--- src/rtl/vga_frame_capture_if.sv ---
// rtl/vga_frame_capture_if.sv - VGA input stream and pixel-memory write port bundle
interface vga_frame_capture_if #(
  parameter int ADDR_W = 19
);
  logic              pix_en;
  logic [7:0]        r;
  logic [7:0]        g;
  logic [7:0]        b;
  logic              hs;
  logic              vs;
  logic              blank_n;
  logic [ADDR_W-1:0] mem_addr;
  logic [3:0]        mem_data;
  logic              mem_wren;

  modport master (
    output pix_en, r, g, b, hs, vs, blank_n,
    input  mem_addr, mem_data, mem_wren
  );

  modport slave (
    input  pix_en, r, g, b, hs, vs, blank_n,
    output mem_addr, mem_data, mem_wren
  );
endinterface

--- src/rtl/vga_frame_capture.sv ---
// rtl/vga_frame_capture.sv - VGA receive path: frame lock, palette reverse-map, pixel memory write
// Geometry is judged from BLANK_N edges only; HS is carried on the bus but not needed here.
module vga_frame_capture #(
  parameter int H_ACTIVE = 640,
  parameter int V_ACTIVE = 480,
  parameter int ADDR_W   = 19
) (
  input  logic               clk_i,
  input  logic               rst_i,
  vga_frame_capture_if.slave bus,
  output logic               locked_o,
  output logic               frame_done_o,
  output logic               err_o,
  output logic               miss_o
);

  localparam int COL_W  = $clog2(H_ACTIVE + 1);
  localparam int LINE_W = $clog2(V_ACTIVE + 1);
  localparam logic [COL_W-1:0]  H_LIM = COL_W'(H_ACTIVE);
  localparam logic [LINE_W-1:0] V_LIM = LINE_W'(V_ACTIVE);

  localparam logic [23:0] PALETTE [16] = '{
    24'h090300, 24'hDB2D20, 24'h01A252, 24'hFDED02,
    24'h01A0E4, 24'hA16A94, 24'hB5E4F4, 24'hA5A2A2,
    24'h5C5855, 24'hE8BBD0, 24'h3A3432, 24'h4A4543,
    24'h807D7C, 24'hD6D5D4, 24'hCDAB53, 24'hF7F7F7
  };

  typedef enum logic {
    SEARCH  = 1'b0,
    CAPTURE = 1'b1
  } state_t;

  state_t             state_q, state_d;
  logic [COL_W-1:0]   col_q, col_d;
  logic [LINE_W-1:0]  line_q, line_d;
  logic [ADDR_W-1:0]  addr_q, addr_d;
  logic               bad_q, bad_d;
  logic               vs_q, vs_d;
  logic               blank_q, blank_d;
  logic [ADDR_W-1:0]  mem_addr_q, mem_addr_d;
  logic [3:0]         mem_data_q, mem_data_d;
  logic               wren_q, wren_d;
  logic               frame_done_q, frame_done_d;
  logic               locked_q, locked_d;
  logic               err_q, err_d;
  logic               miss_q, miss_d;

  logic               vs_fall;
  logic               eol;
  logic               hit;
  logic [3:0]         idx;

  always_comb begin : encode
    hit = 1'b0;
    idx = '0;
    for (int i = 0; i < 16; i++) begin
      if (!hit && ({bus.r, bus.g, bus.b} == PALETTE[i])) begin
        hit = 1'b1;
        idx = 4'(i);
      end
    end
  end

  always_comb begin : next_state
    state_d      = state_q;
    col_d        = col_q;
    line_d       = line_q;
    addr_d       = addr_q;
    bad_d        = bad_q;
    vs_d         = vs_q;
    blank_d      = blank_q;
    mem_addr_d   = mem_addr_q;
    mem_data_d   = mem_data_q;
    wren_d       = 1'b0;
    frame_done_d = 1'b0;
    locked_d     = locked_q;
    err_d        = err_q;
    miss_d       = miss_q;
    vs_fall      = 1'b0;
    eol          = 1'b0;

    if (bus.pix_en) begin
      vs_d    = bus.vs;
      blank_d = bus.blank_n;
      vs_fall = vs_q & ~bus.vs;
      eol     = blank_q & ~bus.blank_n;

      case (state_q)
        SEARCH: begin
          if (vs_fall) begin
            state_d = CAPTURE;
            col_d   = '0;
            line_d  = '0;
            addr_d  = '0;
            bad_d   = 1'b0;
          end
        end

        CAPTURE: begin
          // The closing line is counted before a coincident VS judges the frame.
          if (eol) begin
            if (col_d != H_LIM) begin
              bad_d = 1'b1;
            end
            col_d = '0;
            if (line_d < V_LIM) begin
              line_d = line_d + 1'b1;
            end
          end

          if (vs_fall) begin
            if ((line_d == V_LIM) && !bad_d) begin
              locked_d     = 1'b1;
              frame_done_d = 1'b1;
            end else begin
              locked_d = 1'b0;
              err_d    = 1'b1;
            end
            col_d  = '0;
            line_d = '0;
            addr_d = '0;
            bad_d  = 1'b0;
          end

          // Out-of-window pixels only mark the frame; counters saturate so nothing wraps.
          if (bus.blank_n) begin
            if ((line_d >= V_LIM) || (col_d >= H_LIM)) begin
              bad_d = 1'b1;
            end else begin
              mem_addr_d = addr_d;
              mem_data_d = hit ? idx : 4'd0;
              wren_d     = 1'b1;
              miss_d     = miss_q | ~hit;
              addr_d     = addr_d + 1'b1;
              col_d      = col_d + 1'b1;
            end
          end
        end

        default: state_d = SEARCH;
      endcase
    end
  end

  always_ff @(posedge clk_i or posedge rst_i) begin
    if (rst_i) begin
      state_q      <= SEARCH;
      col_q        <= '0;
      line_q       <= '0;
      addr_q       <= '0;
      bad_q        <= 1'b0;
      vs_q         <= 1'b0;
      blank_q      <= 1'b0;
      mem_addr_q   <= '0;
      mem_data_q   <= '0;
      wren_q       <= 1'b0;
      frame_done_q <= 1'b0;
      locked_q     <= 1'b0;
      err_q        <= 1'b0;
      miss_q       <= 1'b0;
    end else begin
      state_q      <= state_d;
      col_q        <= col_d;
      line_q       <= line_d;
      addr_q       <= addr_d;
      bad_q        <= bad_d;
      vs_q         <= vs_d;
      blank_q      <= blank_d;
      mem_addr_q   <= mem_addr_d;
      mem_data_q   <= mem_data_d;
      wren_q       <= wren_d;
      frame_done_q <= frame_done_d;
      locked_q     <= locked_d;
      err_q        <= err_d;
      miss_q       <= miss_d;
    end
  end

  assign bus.mem_addr  = mem_addr_q;
  assign bus.mem_data  = mem_data_q;
  assign bus.mem_wren  = wren_q;
  assign locked_o      = locked_q;
  assign frame_done_o  = frame_done_q;
  assign err_o         = err_q;
  assign miss_o        = miss_q;

endmodule
--- src/flat_wrapper.sv ---
// flat-port wrapper written by rule: the top's interface ports become plain ports
module vga_frame_capture_flat 
#(
  parameter int H_ACTIVE = 640,
  parameter int V_ACTIVE = 480,
  parameter int ADDR_W   = 19
)
  (clk_i, rst_i, locked_o, frame_done_o, err_o, miss_o, bus_pix_en, bus_r, bus_g, bus_b, bus_hs, bus_vs, bus_blank_n, bus_mem_addr, bus_mem_data, bus_mem_wren);
  vga_frame_capture_if #(.ADDR_W(ADDR_W)) bus_i ();
  input  logic clk_i;
  input  logic rst_i;
  output logic locked_o;
  output logic frame_done_o;
  output logic err_o;
  output logic miss_o;
  input wire logic [$bits(bus_i.pix_en)-1:0] bus_pix_en;
  input wire logic [$bits(bus_i.r)-1:0] bus_r;
  input wire logic [$bits(bus_i.g)-1:0] bus_g;
  input wire logic [$bits(bus_i.b)-1:0] bus_b;
  input wire logic [$bits(bus_i.hs)-1:0] bus_hs;
  input wire logic [$bits(bus_i.vs)-1:0] bus_vs;
  input wire logic [$bits(bus_i.blank_n)-1:0] bus_blank_n;
  output wire logic [$bits(bus_i.mem_addr)-1:0] bus_mem_addr;
  output wire logic [$bits(bus_i.mem_data)-1:0] bus_mem_data;
  output wire logic [$bits(bus_i.mem_wren)-1:0] bus_mem_wren;
  assign bus_i.pix_en = bus_pix_en;
  assign bus_i.r = bus_r;
  assign bus_i.g = bus_g;
  assign bus_i.b = bus_b;
  assign bus_i.hs = bus_hs;
  assign bus_i.vs = bus_vs;
  assign bus_i.blank_n = bus_blank_n;
  assign bus_mem_addr = bus_i.mem_addr;
  assign bus_mem_data = bus_i.mem_data;
  assign bus_mem_wren = bus_i.mem_wren;
  vga_frame_capture #(.H_ACTIVE(H_ACTIVE), .V_ACTIVE(V_ACTIVE), .ADDR_W(ADDR_W)) u_core (.clk_i(clk_i), .rst_i(rst_i), .bus(bus_i), .locked_o(locked_o), .frame_done_o(frame_done_o), .err_o(err_o), .miss_o(miss_o));
endmodule
--- config.mk ---
export PLATFORM = sky130hd
export DESIGN_NAME = vga_frame_capture_flat
export DESIGN_NICKNAME = d
export VERILOG_FILES = /design/src/rtl/vga_frame_capture_if.sv /design/src/rtl/vga_frame_capture.sv /design/src/flat_wrapper.sv
export SDC_FILE = /design/constraint.sdc
export NUM_CORES = 1
export LEC_CHECK = 0
export CAP_MARGIN = 10
export CORE_MARGIN = 3
export CORE_UTILIZATION = 60
export DETAILED_ROUTE_END_ITERATION = 10
export PLACE_DENSITY = 0.95
export SLEW_MARGIN = 25
export SYNTH_ARGS = -nofsm -noshare
export SYNTH_HDL_FRONTEND = slang
export SYNTH_SLANG_ARGS = --single-unit
--- constraint.sdc ---
create_clock -name clk_i -period 4.76 [get_ports clk_i]
set_clock_uncertainty 0.1 [all_clocks]
set_input_delay 0.952 -clock clk_i [delete_from_list [all_inputs] [get_ports clk_i]]
set_output_delay 0.952 -clock clk_i [all_outputs]
set_load 0.02 [all_outputs]
* Word-level counts from Yosys, hierarchy flattened
Cells that the tools add are included.
Word-level totals: register bits after elaboration 70, input bits 30, output and inout port bits 28, logic and storage cells 159
Operators by class: add/sub/neg operators 3, order comparisons 3, equality and inequality tests 19, mux-type cells 74, bitwise logic cells 9, reductions and logical operators 37
Operator list (number):
- == test 24 bit (second input constant) | 10
- 2-to-1 mux 19 bit | 5
- 2-to-1 mux 9 bit | 8
- 2-to-1 mux 10 bit | 7
- == test 24 x 17 -> 1 bit (second input constant) | 2
- == test 24 x 23 -> 1 bit (second input constant) | 2
- one-hot mux 19 bit (2 select lines) | 1
- 2-to-1 mux 4 bit | 9
- 2-to-1 mux 1 bit | 35
- == test 24 x 20 -> 1 bit (second input constant) | 1
- == test 24 x 22 -> 1 bit (second input constant) | 1
- one-hot mux 10 bit (2 select lines) | 1
- adder 19 x 1 -> 19 bit (second input constant) | 1
- one-hot mux 9 bit (2 select lines) | 1
- logical AND 1 bit | 16
- zero test 1 bit | 16
- 2-to-1 mux 3 bit | 4
- adder 10 x 1 -> 10 bit (second input constant) | 1
- greater-or-equal comparator 10 bit (second input constant) | 1
- inequality test 10 bit (second input constant) | 1
- adder 9 x 1 -> 9 bit (second input constant) | 1
- == test 9 bit (second input constant) | 1
- greater-or-equal comparator 9 bit (second input constant) | 1
- < comparator 9 bit (second input constant) | 1
- 10 further kinds | 18

* Logic depth before layout (Yosys ltp)
Gate-level depths: netlist (run 1).
word-level depth 49, depth in mapped cells 11

* Worst setup path before layout (run 1)
Ideal clock, no wire load.
path kind input to register, start point in bus_b[5], end point reg u_core.mem_data_q[2], in the netlist u_core.bus.mem_data[2], library setup time 0.117 ns, arrival time 2.658 ns, required time 4.543 ns, slack 1.884 ns, stages 7, buffers on the path 0, cells stage by stage or4b_2 nor3_1 nor4b_1 nor4_1 a2111o_1 nand3_1 nand2_1
On the way: word-level cells in the longest chain between the ends 48, elaborated cells on any way between the ends 75
RTL lines:
- from (decl) | line flat_wrapper.sv:19 | input wire logic [$bits(bus_i.b)-1:0] bus_b;
- == test 24 x 20 -> 1 bit | line vga_frame_capture.sv:58 | if (!hit && ({bus.r, bus.g, bus.b} == PALETTE[i])) begin
- 2-to-1 mux 1 bit | line vga_frame_capture.sv:58
- zero test 1 bit | line vga_frame_capture.sv:58
- logical AND 1 bit | line vga_frame_capture.sv:58
- 2-to-1 mux 1 bit | line vga_frame_capture.sv:58
- zero test 1 bit | line vga_frame_capture.sv:58
- logical AND 1 bit | line vga_frame_capture.sv:58
- 2-to-1 mux 1 bit | line vga_frame_capture.sv:58
- [... 32 more ...]
- 2-to-1 mux 1 bit | line vga_frame_capture.sv:58
- zero test 1 bit | line vga_frame_capture.sv:58
- logical AND 1 bit | line vga_frame_capture.sv:58
- 2-to-1 mux 1 bit | line vga_frame_capture.sv:58
- zero test 1 bit | line vga_frame_capture.sv:58
- logical AND 1 bit | line vga_frame_capture.sv:58
- 2-to-1 mux 4 bit or 2-to-1 mux 1 bit (tied branches) | line vga_frame_capture.sv:58
- 2-to-1 mux 4 bit * | line vga_frame_capture.sv:132 | mem_data_d = hit ? idx : 4'd0;
- to (signal assigned) | line vga_frame_capture.sv:171 | mem_data_q <= mem_data_d;
- to (decl) | line vga_frame_capture.sv:42 | logic [3:0] mem_data_q, mem_data_d;
Every way passes the cells marked *; elsewhere a longest branch is shown, timed or not. A chain may end at the register's enable or synchronous reset.

* Worst setup path in the final report (run 1)
start point in bus_blank_n, end point reg u_core.addr_q[4]
On the way: word-level cells in the longest chain between the ends 13, elaborated cells on any way between the ends 18
RTL lines:
- from (decl) | line flat_wrapper.sv:22 | input wire logic [$bits(bus_i.blank_n)-1:0] bus_blank_n;
- NOT 1 bit | line vga_frame_capture.sv:87 | eol = blank_q & ~bus.blank_n;
- AND 1 bit | line vga_frame_capture.sv:87
- 2-to-1 mux 9 bit | line vga_frame_capture.sv:102 | if (eol) begin
- 2-to-1 mux 9 bit | line vga_frame_capture.sv:89 | case (state_q)
- 2-to-1 mux 9 bit | line vga_frame_capture.sv:83 | if (bus.pix_en) begin
- 2-to-1 mux 9 bit | line vga_frame_capture.sv:112 | if (vs_fall) begin
- 2-to-1 mux 9 bit | line vga_frame_capture.sv:89
- 2-to-1 mux 9 bit | line vga_frame_capture.sv:83
- greater-or-equal comparator 9 bit | line vga_frame_capture.sv:128 | if ((line_d >= V_LIM) || (col_d >= H_LIM)) begin
- logical OR 1 bit | line vga_frame_capture.sv:128
- 2-to-1 mux 19 bit | line vga_frame_capture.sv:128
- 2-to-1 mux 19 bit * | line vga_frame_capture.sv:127 | if (bus.blank_n) begin
- one-hot mux 19 bit (2 select lines) * | line vga_frame_capture.sv:89
- to (signal assigned) | line vga_frame_capture.sv:166 | addr_q <= addr_d;
- to (decl) | line vga_frame_capture.sv:37 | logic [ADDR_W-1:0] addr_q, addr_d;
Every way passes the cells marked *; elsewhere a longest branch is shown, timed or not. The select of a mux whose other input is x is not followed.

==> metrics.cfg, run 1 <==
[run_status]
status = finished, final reports clean

[die]
pin_count = 58
die_h_um = 90.24
start_util_pct = 62.33
die_w_um = 90.24
core-area_sq_um = 6832
rows = 30
die_area_sq_um = 8143

[placement]
placed_area_sq_um = 4862
portBuffers = 56
place_inst = 623
gp_congestion = 0.9252
dp_hpwl_mm = 7.719

[cells_and_area]
diodes = 0
drive_gt1_share_pct = 6.998
finalNonFillerCells = 639
synthToLayoutAreaGrowth_pct = 19.69
final_area_sq_um = 5096
final_net_count = 572

[power]
p_leak_nw = 2.049
worst_ir_drop_vdd_mv = 0.2130
p_total_mw = 1.468
powerDensity_nw_per_um2 = 288.1

[global_route]
grt_first_pass_wirelength_mm = 18.45
grt_max_degree = 44
grt_pass1_vias = 3883
gr-usage-all-layers_pct = 27.39
antenna_found_initial = 0
gr-total-overflow = 0

[detailed_routing]
route.detailed.drc = 0
wl_per_cell_um = 16.74
post_drt_via_cell_ratio = 6.440
vias = 4115
drt_iter0_markers = 294
wirelength_mm = 10.70
firstDrtPassIters = 5
ant_nets = 0

[critical_path]
startpoint = bus_blank_n
critPathRequiredTime_ps = 4880
crit_type = in -> reg
critPathArrivalTime_ps = 3660
critPathLaunchType = primary input
cp-end-kind = flip-flop
critPathMaxFanout = 12
r2r_start = u_core.line_q[2]

[synth]
async_flop_share_pct = 100.0
syn_inst = 487
syn-num-nets = 521
synth_top_area_share_pct = 41.14
ys_seq_elements = 70
synth.most_common_cell = nand2_1
synth_cell_types = 64
seq_area_frac_synth_pct = 41.14
synth_top_cells_by_area = dfrtp_1 (41%), nand2_1 (7.4%), nand4_1 (3.4%)
yosys-top-cells-count = nand2_1 (84), dfrtp_1 (70), nor2_1 (31), o21ai_0 (28), nand3_1 (24)
yosysWarningCount = 0
synth-edff-count = 0
synth_ff_type = dfrtp_1
syn_avg_cell_area_sq_um = 8.743
netlist_area_sq_um = 4258
synth_area_leader_cell = dfrtp_1

[cts]
hold_buffers = 0
numCtsBuffers = 9
cts_tree = done
post_cts_resized = 0
cts.path.max_buffers = 2
cts_sinks = 70
clock_latency_ps = 340
cts_setup_buffers = 0
clk_pin_slew_ps = 70
cts-root-buf = clkbuf_8
htreeDepth = 3

[timing]
setup_viol = 0
fin_tns_setup_ps = 0
fin_crit_sh_pct = 74.41
tightest_slew_ps = 860.6
rsz0062_at_grt = no
hold_violations = 0
finalMaxSlewViolations = 0
slew_headroom_pct = 42.54
fmax_ghz = 0.2823
fin_crit_ps = 3542
hold-worst-slack_ps = 379.3

[run]
maxCapViolations = 0

[hold_path]
holdCritStartpoint = u_core.bus.mem_data[2]
hold_class = reg -> reg

worst paths after layout:
kind	to	slack (ps)	cells past startpoint
setup / recovery	u_core.addr_q[4]	1220	8
hold reg to reg	u_core.bus.mem_data[2]	380	2
hold / removal	u_core.bus.mem_data[2]	380	2
max in group asynchronous	u_core.vs_q	2650	3
setup reg to reg	u_core.addr_q[4]	1840	7
min in group asynchronous	u_core.line_q[4]	1010	2
layer usage:
metal / up-vias / routed length, um / global-route usage, %
li1: 1903 / - / -
met1: 1968 / 4528 / 37.24
met2: 216 / 5048 / 43.12
met3: 28 / 891 / 5.941
met4: 0 / 231 / 10.33
met5: - / 0 / 0
sequential cells by signal, indices dropped and copies added, names as in the netlist:
register / count
u_core.miss_o: 1
u_core.err_o: 1
u_core.line_q: 9
u_core.addr_q: 19
u_core.blank_q: 1
u_core.frame_done_o: 1
u_core.bus.mem_data: 4
u_core.vs_q: 1
u_core.bus.mem_addr: 19
u_core.bus.mem_wren: 1
u_core.state_q: 1
u_core.col_q: 10
u_core.locked_o: 1
u_core.bad_q: 1
layout make-up:
class	instances	area, sq um
sequential	70	1752
inverter	14	52.55
fill	509	1735
multi-input combinational	383	2347
clock buffer	13	168.9
timing repair buffer	60	590.6
tap	96	120.1
clock inverter	3	65.06
layout by cell type, fill, tap and decap left out, types with 3 or more instances in the layout:
cell type / n
nand2b_1: 5
buf_4: 4
nor2_1: 31
nor2b_1: 6
o21ai_0: 28
nor4_1: 17
o22ai_1: 3
nand2_1: 84
xnor2_1: 6
dfrtp_1: 70
and3_1: 14
and4b_1: 7
xor2_1: 10
a31oi_1: 7
nand4b_1: 6
nor3_1: 12
nand4_1: 23
nor4b_1: 6
nor3b_1: 5
ha_1: 4
a41oi_1: 3
clkbuf_8: 12
o31ai_1: 3
a21oi_1: 14
o21ai_1: 4
inv_1: 12
a22o_1: 9
mux2_2: 4
and2_1: 8
a32o_1: 3
nand3_1: 24
clkdlybuf4s50_1: 56
worst max-delay path: stages:
cell and delay (ps):
clkdlybuf4s50_1 490, nand4b_2 310, o31a_1 360, a2111oi_4 440, o21a_1 500, and2_4 320, nand4_1 140, xor2_1 160
metrics by stage:
step	setup slack [ps]	util, %
2_1_floorplan	1884	-
3_5_place_dp	908.6	71.17
5_1_grt	1021	74.60
4_1_cts	1260	74.60
6_report	1218	74.60
3_3_place_gp	952.8	71.17
power breakdown:
group,leakage [nW],switching (mW),internal (mW),total (mW)
Clock,0.120,0.218,0.338,0.555
Sequential,0.944,0.0318,0.630,0.661
Combinational,0.985,0.149,0.102,0.251
cells by family after synthesis:
kind of cell               share of synthesized area [%]
and+or+nand+nor                                    34.41
AOI/OAI and AO/OA                                  14.72
DFF                                                41.14
buffers and inverters                              3.732
xor gates and xnor gates                           3.291
muxes                                              1.528
adders and majority gates                          1.175
(Power assumes the default switching activity.)
==> run 2, diff against run 1 <==
- CORE_UTILIZATION: 60 -> 50
- PLACE_DENSITY: 0.95 -> 0.88
- clock period: 4.76 -> 2.97 ns (I/O delays scaled with it)
==> run 2 against run 1 <==
  * Clock-buffer cell count unchanged
  * Routed wire length up 17%
  * Die area up 19%
  * Global-route usage down 1.0 points
  * Register-to-register slack worse by 1600 ps
  * Setup slack worse by 1100 ps
  * Core utilization down 5.4 points
  * Hold slack better by 4.1 ps
  * Final area up 12%
  * Sequential share of layout area down 3.7 points
  * Sequential power up 60%
  * Critical path type unchanged
  * Critical endpoint is now u_core.bus.mem_addr[2]
  * Largest cell class unchanged
  * Highest routed layer unchanged
==> metrics.cfg, run 2 (same netlist as run 1, synthesis figures left out) <==
[run_status]
status = finished, final reports clean  ; unchanged

[die]
die_w_um = 98.28  ; was 90.24 um
start_util_pct = 51.56  ; was 62.33%
core-area_sq_um = 8258  ; was 6832 sq um
die_area_sq_um = 9659  ; was 8143 sq um
rows = 33  ; was 30
pin_count = 58  ; unchanged
die_h_um = 98.28  ; was 90.24 um

[placement]
dp_slack_ps = -269.9  ; was 908.6 ps
gp_congestion = 0.8936  ; was 0.9252
dp_hpwl_mm = 9.366  ; was 7.719 mm
place_inst = 712  ; was 623
portBuffers = 56  ; unchanged
placed_area_sq_um = 5512  ; was 4862 sq um

[critical_path]
critPathLaunchType = primary input  ; unchanged
worstPathCellList = clkdlybuf4s50_1 -> nand4b_2 -> nor4_1 -> a2111oi_4 -> buf_4 -> o21a_1 -> buf_4 -> and2_4 -> buf_4 -> a22o_1  ; was clkdlybuf4s50_1 -> nand4b_2 -> o31a_1 -> a2111oi_4 -> o21a_1 -> and2_4 -> nand4_1 -> xor2_1
cp-end-kind = flip-flop  ; unchanged
crit_family = simple AND/OR/NAND/NOR gates  ; was compound AO/OA/AOI/OAI gates
critPathArrivalTime_ps = 2950  ; was 3660 ps
slowest_stage = nor4_1  ; was o21a_1
critPathMaxFanout = 6  ; was 12
path_buf_inv = 4  ; was 1
cpMostUsedCell = buf_4
critPathRequiredTime_ps = 3110  ; was 4880 ps
critPathMaxStageDelay_ps = 490  ; was 500 ps
crit_type = in -> reg  ; unchanged

[cells_and_area]
final_net_count = 652  ; was 572
diodes = 0  ; unchanged
finalNonFillerCells = 726  ; was 639
utilization_pct = 69.18  ; was 74.60%
final_area_sq_um = 5713  ; was 5096 sq um
synthToLayoutAreaGrowth_pct = 34.18  ; was 19.69%
most-common-layout-cells = nand2_1 (84), buf_4 (81), dfrtp_1 (70)  ; was nand2_1 (84), dfrtp_1 (70), clkdlybuf4s50_1 (56)
layout_commonest_cell = nand2_1  ; unchanged
drive_gt1_share_pct = 18.84  ; was 6.998%

[cts]
cts_tree = done  ; unchanged
htreeDepth = 3  ; unchanged
cts_sinks = 70  ; unchanged
numCtsBuffers = 9  ; unchanged
clk_pin_slew_ps = 70  ; about the same
clock_latency_ps = 350  ; was 340 ps
cts.path.max_buffers = 2  ; unchanged
cts_setup_buffers = 0  ; unchanged
cts-root-buf = clkbuf_8  ; unchanged

[power]
powerDensity_nw_per_um2 = 406.2  ; was 288.1 nW/um^2
worst_ir_drop_vdd_mv = 0.2483  ; was 0.2130 mV
p_total_mw = 2.321  ; was 1.468 mW
p_leak_nw = 2.430  ; was 2.049 nW

[timing]
fmax_ghz = 0.3557
rsz0062_at_grt = no  ; unchanged
hold_violations = 0  ; unchanged
setup_viol = 0  ; unchanged
fin_crit_sh_pct = 94.67
setup_ws_ps = 158.3  ; was 1218 ps
tightest_slew_ps = 628.0  ; was 860.6 ps
slew_headroom_pct = 57.75  ; was 42.54%
fin_crit_ps = 2812
finalMaxSlewViolations = 0  ; unchanged

[global_route]
grt_max_degree = 22  ; was 44
grt_pass1_vias = 4444  ; was 3883
grt.busiest_layer = met2  ; unchanged
grt_first_pass_wirelength_mm = 20.87  ; was 18.45 mm
grtUsageMet3_pct = 4.571  ; was 5.941%
use_met1_pct = 34.50  ; was 37.24%
gr-total-overflow = 0  ; unchanged
grt.met2_usage_pct = 42.90  ; was 43.12%
antenna_found_initial = 0  ; unchanged
gr-usage-all-layers_pct = 26.35  ; was 27.39%

[detailed_routing]
wirelength_mm = 12.51  ; was 10.70 mm
wl_per_cell_um = 17.23  ; was 16.74 um
vias = 4458  ; was 4115
ant_nets = 0  ; unchanged
drt_iter0_markers = 263  ; was 294
firstDrtPassIters = 5  ; unchanged
route.detailed.drc = 0  ; unchanged
post_drt_via_cell_ratio = 6.140  ; was 6.440

[run]
maxCapViolations = 0  ; unchanged

[hold_path]
hold_class = reg -> reg  ; unchanged

run 2: layer usage:
layer	wire length [um]	share of wire, %	vias up
met1	5224	42	2138
met4	285	2.3	0
li1	-	-	2064
met2	6065	48	221
met3	931	7.4	35
met5	0	0	-
run 2: what timing repair did:
| action | in CTS | in global routing |
|---|---|---|
| gates resized for setup | 0 | 2 |
| hold buffers | 0 | 0 |
| setup endpoints to repair | 0 | 3 |
run 2: final cells by class:
class / count / area [sq um]
fillers: 639 / 2545
multi-input cells: 383 / 2360
flip-flops and latches: 70 / 1752
repair buffers: 140 / 1229
clock buffers: 13 / 158.9
well taps: 105 / 131.4
inverters: 14 / 52.55
clock inverters: 1 / 30.03
run 2: worst paths after layout:
path	startpoint	slack (ps)	to	cells after the start
worst min register to register	u_core.bus.mem_addr[11]	380	u_core.bus.mem_addr[11]	2
worst max-delay path	bus_blank_n	160	u_core.bus.mem_addr[2]	10
min in group asynchronous	rst_i	460	u_core.line_q[1]	2
max in group asynchronous	rst_i	1690	u_core.addr_q[16]	3
worst min-delay path	u_core.bus.mem_addr[11]	380	u_core.bus.mem_addr[11]	2
worst max register to register	u_core.line_q[1]	200	u_core.bus.mem_addr[2]	10
run 2: worst min-delay path, cell delays in order (launching register included):
cell	delay, ps
dfrtp_1	340
nand2_1	40
o21ai_0	60
run 2: report_power, final:
part	total, mW	switching (mW)	internal (mW)
sequential	1.06	0.0542	1.01
clock	0.766	0.340	0.426
combinational	0.491	0.267	0.224
run 2: stage by stage:
stage | TNS (ps) | hold WS, ps
4_1_cts | 0 | 384.6
5_1_grt | 0 | 418.5
6_report | 0 | 383.4
2_1_floorplan | 0 | 365.7
3_5_place_dp | -5342 | 365.2
3_3_place_gp | -3438 | 359.0
